$ cat src/rtl/lsu_wb_pkg.sv
// Shared types, codes and helpers for the lsu_wb load/store unit.
// The MISALIGNED_SPLIT_EN build option is consumed by lsu_wb.
package lsu_wb_pkg;

  localparam int unsigned XLEN  = 32;
  localparam int unsigned LANES = 4;

  localparam logic [2:0] FUNCT3_LB  = 3'd0;
  localparam logic [2:0] FUNCT3_LH  = 3'd1;
  localparam logic [2:0] FUNCT3_LW  = 3'd2;
  localparam logic [2:0] FUNCT3_LBU = 3'd4;
  localparam logic [2:0] FUNCT3_LHU = 3'd5;
  localparam logic [2:0] FUNCT3_SB  = 3'd0;
  localparam logic [2:0] FUNCT3_SH  = 3'd1;
  localparam logic [2:0] FUNCT3_SW  = 3'd2;

  localparam logic [LANES-1:0] SIZE_B = 4'b0001;
  localparam logic [LANES-1:0] SIZE_H = 4'b0011;
  localparam logic [LANES-1:0] SIZE_W = 4'b1111;

  typedef enum logic [1:0] {
    ERR_NONE    = 2'd0,
    ERR_ILLEGAL = 2'd1,
    ERR_BUS     = 2'd2,
    ERR_TIMEOUT = 2'd3
  } err_e;

  typedef enum logic [2:0] {
    ST_IDLE   = 3'd0,
    ST_BEAT1  = 3'd1,
    ST_RETRY1 = 3'd2,
    ST_BEAT2  = 3'd3,
    ST_RETRY2 = 3'd4,
    ST_RESP   = 3'd5
  } state_e;

  // Request fields held for the whole transaction.
  typedef struct packed {
    logic            we;
    logic [2:0]      funct3;
    logic [1:0]      off;
    logic [XLEN-1:0] wdata;
  } lsu_req_t;

  function automatic logic [LANES-1:0] size_mask(input logic [1:0] sz);
    case (sz)
      2'd0:    return SIZE_B;
      2'd1:    return SIZE_H;
      default: return SIZE_W;
    endcase
  endfunction

  function automatic logic funct3_legal(input logic we, input logic [2:0] f3);
    if (we) return (f3 == FUNCT3_SB) || (f3 == FUNCT3_SH) || (f3 == FUNCT3_SW);
    return (f3 == FUNCT3_LB) || (f3 == FUNCT3_LH) || (f3 == FUNCT3_LW) ||
           (f3 == FUNCT3_LBU) || (f3 == FUNCT3_LHU);
  endfunction

  function automatic logic misaligned(input logic [2:0] f3, input logic [1:0] off);
    case (f3[1:0])
      2'd1:    return off[0];
      2'd2:    return |off;
      default: return 1'b0;
    endcase
  endfunction

endpackage

$ cat src/rtl/lsu_wb_align.sv
// Byte-lane steering for lsu_wb: store data/sel across two words, and
// merge + sign/zero extension of read lanes.
module lsu_wb_align
  import lsu_wb_pkg::*;
(
  input  logic [2:0]  funct3,
  input  logic [1:0]  off,
  input  logic [31:0] wdata,
  input  logic [63:0] rlanes,
  output logic [7:0]  sel,
  output logic [63:0] wlanes,
  output logic [31:0] rdata
);

  logic [3:0]  mask;
  logic [5:0]  shamt;
  logic [31:0] rword;

  // Two-word view: lanes 4..7 belong to the following word (second beat).
  always_comb begin
    mask   = size_mask(funct3[1:0]);
    shamt  = {off, 3'b000};
    sel    = {4'b0000, mask} << off;
    wlanes = {32'd0, wdata} << shamt;
    rword  = 32'(rlanes >> shamt);
    case (funct3[1:0])
      2'd0:    rdata = {{24{~funct3[2] & rword[7]}}, rword[7:0]};
      2'd1:    rdata = {{16{~funct3[2] & rword[15]}}, rword[15:0]};
      default: rdata = rword;
    endcase
  end

endmodule

$ cat src/rtl/lsu_wb.sv
// Load/store unit driving a Wishbone classic master port, with retry and watchdog.
// Define MISALIGNED_SPLIT_EN to run word-straddling accesses as two beats.
module lsu_wb
  import lsu_wb_pkg::*;
#(
  parameter int unsigned RETRY_LIMIT    = 4,
  parameter int unsigned TIMEOUT_CYCLES = 256
) (
  input  logic        clk_i,
  input  logic        rst_i,
  input  logic        req_valid_i,
  output logic        req_ready_o,
  input  logic        req_we_i,
  input  logic [2:0]  req_funct3_i,
  input  logic [31:0] req_addr_i,
  input  logic [31:0] req_wdata_i,
  output logic        resp_valid_o,
  output logic [31:0] resp_rdata_o,
  output logic [1:0]  resp_err_o,
  output logic        cyc_o,
  output logic        stb_o,
  output logic [31:0] adr_o,
  output logic [3:0]  sel_o,
  output logic        we_o,
  output logic [31:0] dat_o,
  input  logic [31:0] dat_i,
  input  logic        ack_i,
  input  logic        err_i,
  input  logic        rty_i
);

  localparam int unsigned RC_W    = (RETRY_LIMIT > 0) ? $clog2(RETRY_LIMIT + 1) : 1;
  localparam int unsigned WD_W    = (TIMEOUT_CYCLES > 1) ? $clog2(TIMEOUT_CYCLES) : 1;
  localparam int unsigned WD_LAST = (TIMEOUT_CYCLES > 0) ? TIMEOUT_CYCLES - 1 : 0;
  localparam bit          WD_EN   = (TIMEOUT_CYCLES != 0);

  state_e          state;
  lsu_req_t        req_q;
  logic [63:0]     rbuf_q;
  err_e            err_q;
  logic [RC_W-1:0] rc_q;
  logic [WD_W-1:0] wd_q;

  logic        idle_c;
  logic [2:0]  al_f3_c;
  logic [1:0]  al_off_c;
  logic [31:0] al_wdata_c;
  logic [7:0]  sel_c;
  logic [63:0] wlanes_c;
  logic [31:0] rdata_c;
  logic        legal_c;
  logic        beat2_c;
  logic        wd_hit_c;
  logic        rc_out_c;

  // Steer from the live request while idle, from the latched one afterwards.
  assign idle_c     = (state == ST_IDLE);
  assign al_f3_c    = idle_c ? req_funct3_i : req_q.funct3;
  assign al_off_c   = idle_c ? req_addr_i[1:0] : req_q.off;
  assign al_wdata_c = idle_c ? req_wdata_i : req_q.wdata;

  lsu_wb_align u_align (
    .funct3 (al_f3_c),
    .off    (al_off_c),
    .wdata  (al_wdata_c),
    .rlanes (rbuf_q),
    .sel    (sel_c),
    .wlanes (wlanes_c),
    .rdata  (rdata_c)
  );

`ifdef MISALIGNED_SPLIT_EN
  logic split_q;
  assign legal_c = funct3_legal(req_we_i, req_funct3_i);
  assign beat2_c = (state == ST_BEAT2);
`else
  logic unused_hi;
  assign legal_c   = funct3_legal(req_we_i, req_funct3_i) &&
                     !misaligned(req_funct3_i, req_addr_i[1:0]);
  assign beat2_c   = 1'b0;
  assign unused_hi = ^{sel_c[7:4], wlanes_c[63:32]};
`endif

  assign wd_hit_c = WD_EN && (wd_q == WD_W'(WD_LAST));
  assign rc_out_c = (rc_q == RC_W'(RETRY_LIMIT));

  always_ff @(posedge clk_i) begin
    if (rst_i) begin
      state        <= ST_IDLE;
      req_ready_o  <= 1'b1;
      resp_valid_o <= 1'b0;
      resp_rdata_o <= '0;
      resp_err_o   <= 2'd0;
      cyc_o        <= 1'b0;
      stb_o        <= 1'b0;
      adr_o        <= '0;
      sel_o        <= '0;
      we_o         <= 1'b0;
      dat_o        <= '0;
      req_q        <= '0;
      rbuf_q       <= '0;
      err_q        <= ERR_NONE;
      rc_q         <= '0;
      wd_q         <= '0;
`ifdef MISALIGNED_SPLIT_EN
      split_q      <= 1'b0;
`endif
    end else begin
      resp_valid_o <= 1'b0;
      case (state)
        ST_IDLE: begin
          if (req_valid_i && req_ready_o) begin
            req_ready_o  <= 1'b0;
            req_q.we     <= req_we_i;
            req_q.funct3 <= req_funct3_i;
            req_q.off    <= req_addr_i[1:0];
            req_q.wdata  <= req_wdata_i;
            rbuf_q       <= '0;
            rc_q         <= '0;
            wd_q         <= '0;
            if (!legal_c) begin
              err_q <= ERR_ILLEGAL;
              state <= ST_RESP;
            end else begin
              err_q <= ERR_NONE;
              cyc_o <= 1'b1;
              stb_o <= 1'b1;
              adr_o <= {req_addr_i[31:2], 2'b00};
              sel_o <= sel_c[3:0];
              we_o  <= req_we_i;
              dat_o <= wlanes_c[31:0];
`ifdef MISALIGNED_SPLIT_EN
              split_q <= |sel_c[7:4];
`endif
              state <= ST_BEAT1;
            end
          end
        end

`ifdef MISALIGNED_SPLIT_EN
        ST_BEAT1, ST_BEAT2: begin
`else
        ST_BEAT1: begin
`endif
          // Termination priority: err > ack > rty, then the watchdog.
          if (err_i) begin
            cyc_o <= 1'b0;
            stb_o <= 1'b0;
            err_q <= ERR_BUS;
            state <= ST_RESP;
          end else if (ack_i) begin
            if (beat2_c) rbuf_q[63:32] <= dat_i;
            else         rbuf_q[31:0]  <= dat_i;
`ifdef MISALIGNED_SPLIT_EN
            if (!beat2_c && split_q) begin
              adr_o <= adr_o + 32'd4;
              sel_o <= sel_c[7:4];
              dat_o <= wlanes_c[63:32];
              rc_q  <= '0;
              wd_q  <= '0;
              state <= ST_BEAT2;
            end else
`endif
            begin
              cyc_o <= 1'b0;
              stb_o <= 1'b0;
              state <= ST_RESP;
            end
          end else if (rty_i) begin
            cyc_o <= 1'b0;
            stb_o <= 1'b0;
            if (rc_out_c) begin
              err_q <= ERR_BUS;
              state <= ST_RESP;
            end else begin
              rc_q  <= rc_q + 1'b1;
              state <= beat2_c ? ST_RETRY2 : ST_RETRY1;
            end
          end else if (wd_hit_c) begin
            cyc_o <= 1'b0;
            stb_o <= 1'b0;
            err_q <= ERR_TIMEOUT;
            state <= ST_RESP;
          end else begin
            wd_q <= wd_q + 1'b1;
          end
        end

`ifdef MISALIGNED_SPLIT_EN
        ST_RETRY1, ST_RETRY2: begin
`else
        ST_RETRY1: begin
`endif
          cyc_o <= 1'b1;
          stb_o <= 1'b1;
          wd_q  <= '0;
          state <= (state == ST_RETRY2) ? ST_BEAT2 : ST_BEAT1;
        end

        ST_RESP: begin
          resp_valid_o <= 1'b1;
          resp_err_o   <= err_q;
          resp_rdata_o <= (req_q.we || (err_q != ERR_NONE)) ? 32'd0 : rdata_c;
          req_ready_o  <= 1'b1;
          state        <= ST_IDLE;
        end

        default: begin
          cyc_o       <= 1'b0;
          stb_o       <= 1'b0;
          req_ready_o <= 1'b1;
          state       <= ST_IDLE;
        end
      endcase
    end
  end

endmodule

$ cat config.mk
export PLATFORM = sky130hd
export DESIGN_NAME = lsu_wb
export DESIGN_NICKNAME = d
export VERILOG_FILES = /design/src/rtl/lsu_wb_pkg.sv /design/src/rtl/lsu_wb_align.sv /design/src/rtl/lsu_wb.sv
export SDC_FILE = /design/constraint.sdc
export NUM_CORES = 1
export LEC_CHECK = 0
export ABC_CLOCK_PERIOD_IN_PS = 4100
export CORE_UTILIZATION = 40
export CTS_BUF_LIST = sky130_fd_sc_hd__clkbuf_16
export CTS_CLUSTER_DIAMETER = 80
export DETAILED_ROUTE_END_ITERATION = 8
export PLACE_DENSITY = 0.77
export SLEW_MARGIN = 20
export SYNTH_ARGS = -nofsm -noshare
export SYNTH_HDL_FRONTEND = slang
export SYNTH_SLANG_ARGS = --single-unit
$ cat constraint.sdc
create_clock -name clk_i -period 4.1 [get_ports clk_i]
set_input_delay 0.41 -clock clk_i [delete_from_list [all_inputs] [get_ports clk_i]]
set_output_delay 0.41 -clock clk_i [all_outputs]
set_load 0.005 [all_outputs]
======== Word level (Yosys, flattened, before mapping) ========
Index checks and enable logic that the tools add are counted.
word-level totals
  input bits .............................. 106
  bits in registers ....................... 222
  output and inout port bits .............. 107
  word-level logic and storage cells ...... 135
operators by class
  reductions and logical operators ........ 26
  multiplexer cells ....................... 53
  $add $sub $neg .......................... 2
  bitwise gates (word level) .............. 6
  shift-type cells ........................ 3
  eq/ne operators ......................... 26
operator list
  kind                   count
  $mux W32               4
  $pmux W64 S2           1
  $mux W64               1
  $pmux W32 S2           1
  $shr A64 B5 Y32        1
  $mux W8                5
  $mux W3                13
  $shl A32 B5 Y32        1
  $pmux W8 S3            1
  $mux W2                8
  $eq A3 B3 Y1 const B   5
  $ne A2 B2 Y1 const B   7
  $mux W1                12
  $reduce_and A6 Y1      2
  $pmux W3 S3            1
  $add A8 B1 Y8 const B  1
  $eq A8 B8 Y1 const B   1
  $ne A4 B4 Y1 const B   2
  $pmux W4 S2            1
  $reduce_and A4 Y1      2
  $eq A3 B1 Y1 const B   2
  $eq A3 B2 Y1 const B   2
  $logic_not A3 Y1       2
  $pmux W3 S2            1
  22 further kinds       39

======== Longest topological paths before layout ========
  depth after elaboration ................. 10
  mapped depth ............................ 9
  depth with buffers taken out ............ 7

======== Modules after synthesis ========
A second synthesis with hierarchy kept.
second synthesis, totals
  cell total of the unflattened synthesis .. 1146
  area total of the unflattened synthesis .. 9502.9 µm²
modules (own cells, without submodules)
  module        cells an instance  sequential area each (µm²)  instances  area an instance (µm²)
  lsu_wb        904                3803.6                      1          7464.7
  lsu_wb_align  242                0.0                         1          2038.2

======== Least setup slack after synthesis ========
OpenSTA, ideal clock, no wires.
  kind .................................... register -> register
  from .................................... register state[2]
  to ...................................... register resp_rdata_o[16]
  buffers on the path ..................... 1
  arrival time ............................ 1.914 ns
  library setup time ...................... 0.120 ns
  stages on the path, launching flop included .. 7
  required time ........................... 3.980 ns
  path slack .............................. 2.066 ns
  period minus slack after synthesis ...... 2.034 ns
  path through ............................ dfxtp_1 nor3_4 mux2_4 mux2_4 o211a_4 buf_6 a211o_1
on the way
  word-level cells in the longest chain between the ends .. 6
  elaborated cells between the ends (all ways) .. 12
  classes of those cells .................. 2 x eq/ne; 1 x shift; 4 x mux; 3 x bitwise; 2 x reduce/logical
ends and longest elaborated chain
  item                                                  RTL line                                                    text
  start, declared                                       lsu_wb.sv:37                                                state_e state;
  start signal, assigned                                lsu_wb.sv:177                                               state <= beat2_c ? ST_RETRY2 : ST_RETRY1;
  start signal, assigned                                lsu_wb.sv:197                                               state <= (state == ST_RETRY2) ? ST_BEAT2 : ST_BEAT1;
  $logic_not A3 Y1                                      lsu_wb.sv:57                                                assign idle_c = (state == ST_IDLE);
  $mux W2 / $mux W3 (equally long branches)             lsu_wb.sv:59, lsu_wb.sv:58
  $shr A64 B5 Y32 / $not A1 Y1 (equally long branches)  lsu_wb_align.sv:25, lsu_wb_align.sv:27, lsu_wb_align.sv:28
  $and A1 B1 Y1 (on tied branches)                      lsu_wb_align.sv:28, lsu_wb_align.sv:27
  $pmux W32 S2                                          lsu_wb_align.sv:26                                          case (funct3[1:0])
  $mux W32                                              lsu_wb.sv:203                                               resp_rdata_o <= (req_q.we || (err_q != ERR_NONE)) ? 32'd0 : rdata_c;
  end signal, assigned                                  lsu_wb.sv:203
  end, declared                                         lsu_wb.sv:18                                                output logic [31:0] resp_rdata_o,
Parallel ways exist; a longest one is shown, timed or not.
A chain may end at the register's enable or synchronous reset.

======== Final worst setup path ========
  from .................................... register state[2]
  to ...................................... register resp_rdata_o[29]
The elaborated chain is that of the path after synthesis.

==> impl_metrics.yaml <==
routing:
  drc_errors: 0
  vias: 8694
  ant_nets: 0
  wl_per_cell_um: 17.2
  dr.pass1.iters: 6
  avgViaCountPerCell: 5.61
  drt_iter0_drc: 748
  wirelength_um: 26700
setup_path:
  worstPathCellList: "nor3_4, mux2i_2, nand2_1, nor3_4, a221o_1"
  max_stage_delay_ns: 0.74
  crit_type: "reg2reg"
  cp_max_fo: 15
  worst_ep_required_time_ns: 4.48
  slowest_stage: "mux2i_2"
  timing.rr.start: "state[2]"
  critPathCaptureType: "flip-flop"
  rr_worst_depth: 5
  start_kind: "flip-flop"
  worst_path_most_repeated_cell: "nor3_4"
  cp_data_arrival_time_ns: 3.24
  r2r_end: "resp_rdata_o[29]"
  rrSetupSlack_ns: 1.24
pwr:
  peakVddDrop_mv: 0.313
  powerDensity_mw_per_mm2: 413
  combPwrFrac: 0.241
  netSwitchingPower_w: 0.00157
  swShare: 0.325
  cellLeakagePower_nw: 4.19
  power_frac_seq: 0.424
  p_int_w: 0.00326
  power.share.clock: 0.334
synth:
  yosysUniqueCellTypes: 64
  synthMostInstantiatedCell: "nand2_1"
  synth_area_sq_mm: 0.00890
  synth_top_family_by_area: "simple AND/OR/NAND/NOR gates"
  synth.area.top_cells: "dfxtp_1, nand2_1, a21oi_1"
  synth_fa_ha_area_frac: 0.00843
  yosys_warnings: 0
  async_flop_share: 0
  ys_seq_area_frac: 0.427
  netlist.top_cell.by_area: "dfxtp_1"
  synth_simple_gate_area_share: 0.219
  ys_seq_elements: 190
  synth_top_area_frac: 0.427
  synth_edf_count: 0
  syn_inst: 1099
  synth_xor_xnor_area_share: 0.00393
  synth_area_per_cell_sq_um: 8.10
  synth_top_cells_by_count: "nand2_1, dfxtp_1, a21oi_1"
  synthMuxAreaShare: 0.0975
  synth_compound_area_frac: 0.192
  synthFlopType: "dfxtp_1"
final_layout:
  drive_gt1_frac: 0.0630
  n_antenna_cell: 0
  layoutNonFillerInstCount: 1550
  design_area_sq_mm: 0.0117
  syn_to_final_growth_pct: 31.0
  register_area_sq_mm: 0.00380
  fin_nets: 1369
  final_util: 0.534
  fillers: 2013
  multi_input_area_sq_mm: 0.00468
floorplan:
  ios: 213
  row_count: 54
  die_h_um: 151
  initial_core_util: 0.408
  fp.dieW_um: 151
  dieArea_sq_mm: 0.0229
  core_area_sq_mm: 0.0218
clocking:
  cts_tree: "done"
  cts_max_level: 4
  cts_buffer_depth: 2
  postCtsHoldBufs: 0
  cts_setup_buffers: 0
  clk_latency_ns: 0.44
  cts-resized-gates: 0
  cts-root-buf: "clkbuf_16"
  path_clk_slew_ns: 0.07
  cts.sinks: 190
  cts_buffers: 17
sta:
  period_needed_ns: 2.86
  slew_violations: 0
  maxSlewHeadroom: 0.429
  skew_ns: 0.0116
  worst_pin_slew_ns: 0.857
  clock.fmax_ghz: 0.349
  hold_violations: 0
  timing.final.crit_share: 0.699
  timing.setup.tns_ns: 0
  rsz0062_at_grt: "no"
  setup_viol: 0
placed_design:
  placed_cells: 1518
  hpwl_um: 18300
  gp_congestion: 0.829
  placed_cell_area_sq_mm: 0.0111
  io_buffers: 210
min_path:
  hold_end: "resp_valid_o"
  hold_depth: 2
  hp-start: "rst_i"
  hold_class: "in2reg"
status:
  status: "finished clean"
global_route:
  grt_pass1_wl_um: 41200
  antenna_found_initial: 0
  grt_pass1_vias: 8023
  grtUsageTotal: 0.231
  overflow: 0
  grt_start_max_net_pins: 80
flow_run:
  max-cap-violations: 0
-- metal layers --
layer | part of all wire | vias to the layer above | routed length [um] | GRT usage
li1 | - | 4183 | - | -
met2 | 0.49 | 379 | 12900 | 0.388
met4 | 0.022 | 0 | 581 | 0.0845
met5 | 0 | - | 0 | 0
met3 | 0.073 | 43 | 1960 | 0.0398
met1 | 0.42 | 4089 | 11200 | 0.294
-- flip-flops by register name, summed over array words and instances, names as in the netlist --
register      cells
req_q            38
dat_o            32
rbuf_q           32
resp_rdata_o     32
adr_o            30
wd_q              8
sel_o             4
rc_q              3
state             3
err_q             2
resp_err_o        2
req_ready_o       1
resp_valid_o      1
stb_o             1
we_o              1
-- worst max-delay path, delay by kind of cell (launching register included) --
| family | cells | cell delay, ns |
|---|---|---|
| and+or+nand+nor | 3 | 1.38 |
| muxes | 1 | 0.74 |
| DFF | 1 | 0.47 |
| AOI/OAI and AO/OA | 1 | 0.21 |
-- cells in the final DEF, fill, tap and decap left out, types with 3 or more instances in the layout --
cell type,instances
nor2_1,46
ha_1,6
mux2i_1,76
dfxtp_1,189
buf_4,20
nor3_1,27
clkdlybuf4s50_1,208
clkinvlp_4,4
o221ai_1,7
nor2b_1,10
inv_6,3
a21oi_1,161
a211oi_1,20
nand2b_1,4
clkbuf_16,17
inv_1,9
nand4_1,18
nand3_1,48
a211o_1,17
or3_1,6
a221o_1,8
a22o_1,7
xor2_1,4
nand2_1,256
a311oi_1,8
o21ai_0,30
-- stage by stage --
stage	hold WS (ns)	setup slack, ns	total power [W]
after floorplan	0.431	2.07	0.00282
after global placement	0.438	1.15	0.00321
after detailed placement	0.443	1.10	0.00324
after CTS	0.217	1.26	0.00483
after global routing	0.216	1.04	0.00504
final	0.225	1.24	0.00482
-- power by group through the flow --
stage               logic [W]  clock network, W  registers, W
floorplan            0.000764                 0       0.00205
global placement      0.00113                 0       0.00208
detailed placement    0.00115                 0       0.00209
CTS                   0.00116           0.00163       0.00204
global route          0.00126           0.00172       0.00206
finish                0.00116           0.00161       0.00205
-- kinds of logic after synthesis --
group / Yosys count
adders and majority gates: 6
muxes: 83
AOI/OAI and AO/OA: 278
DFF: 190
buffers and inverters: 99
xor gates and xnor gates: 4
other: 1
and+or+nand+nor: 438
-- final cells by class --
class | instances | share of cell area
Clock buffer | 17 | 0.0365
Clock inverter | 15 | 0.0119
Inverter | 8 | 0.00257
Multi-Input combinational cell | 811 | 0.401
Sequential cell | 190 | 0.326
Tap cell | 280 | 0.0300
Timing Repair Buffer | 229 | 0.192
-- worst max-delay path by stage --
stage / startpoint / to / slack [ns] / cells past startpoint
floorplan: state[2] / resp_rdata_o[16] / 2.07 / 6
global placement: req_addr_i[1] / resp_rdata_o[26] / 1.15 / 5
detailed placement: req_funct3_i[1] / adr_o[17] / 1.10 / 9
CTS: state[2] / resp_rdata_o[29] / 1.26 / 5
global route: state[0] / resp_rdata_o[29] / 1.04 / 5
finish: state[2] / resp_rdata_o[29] / 1.24 / 5
Power figures use the tool's default switching activity.
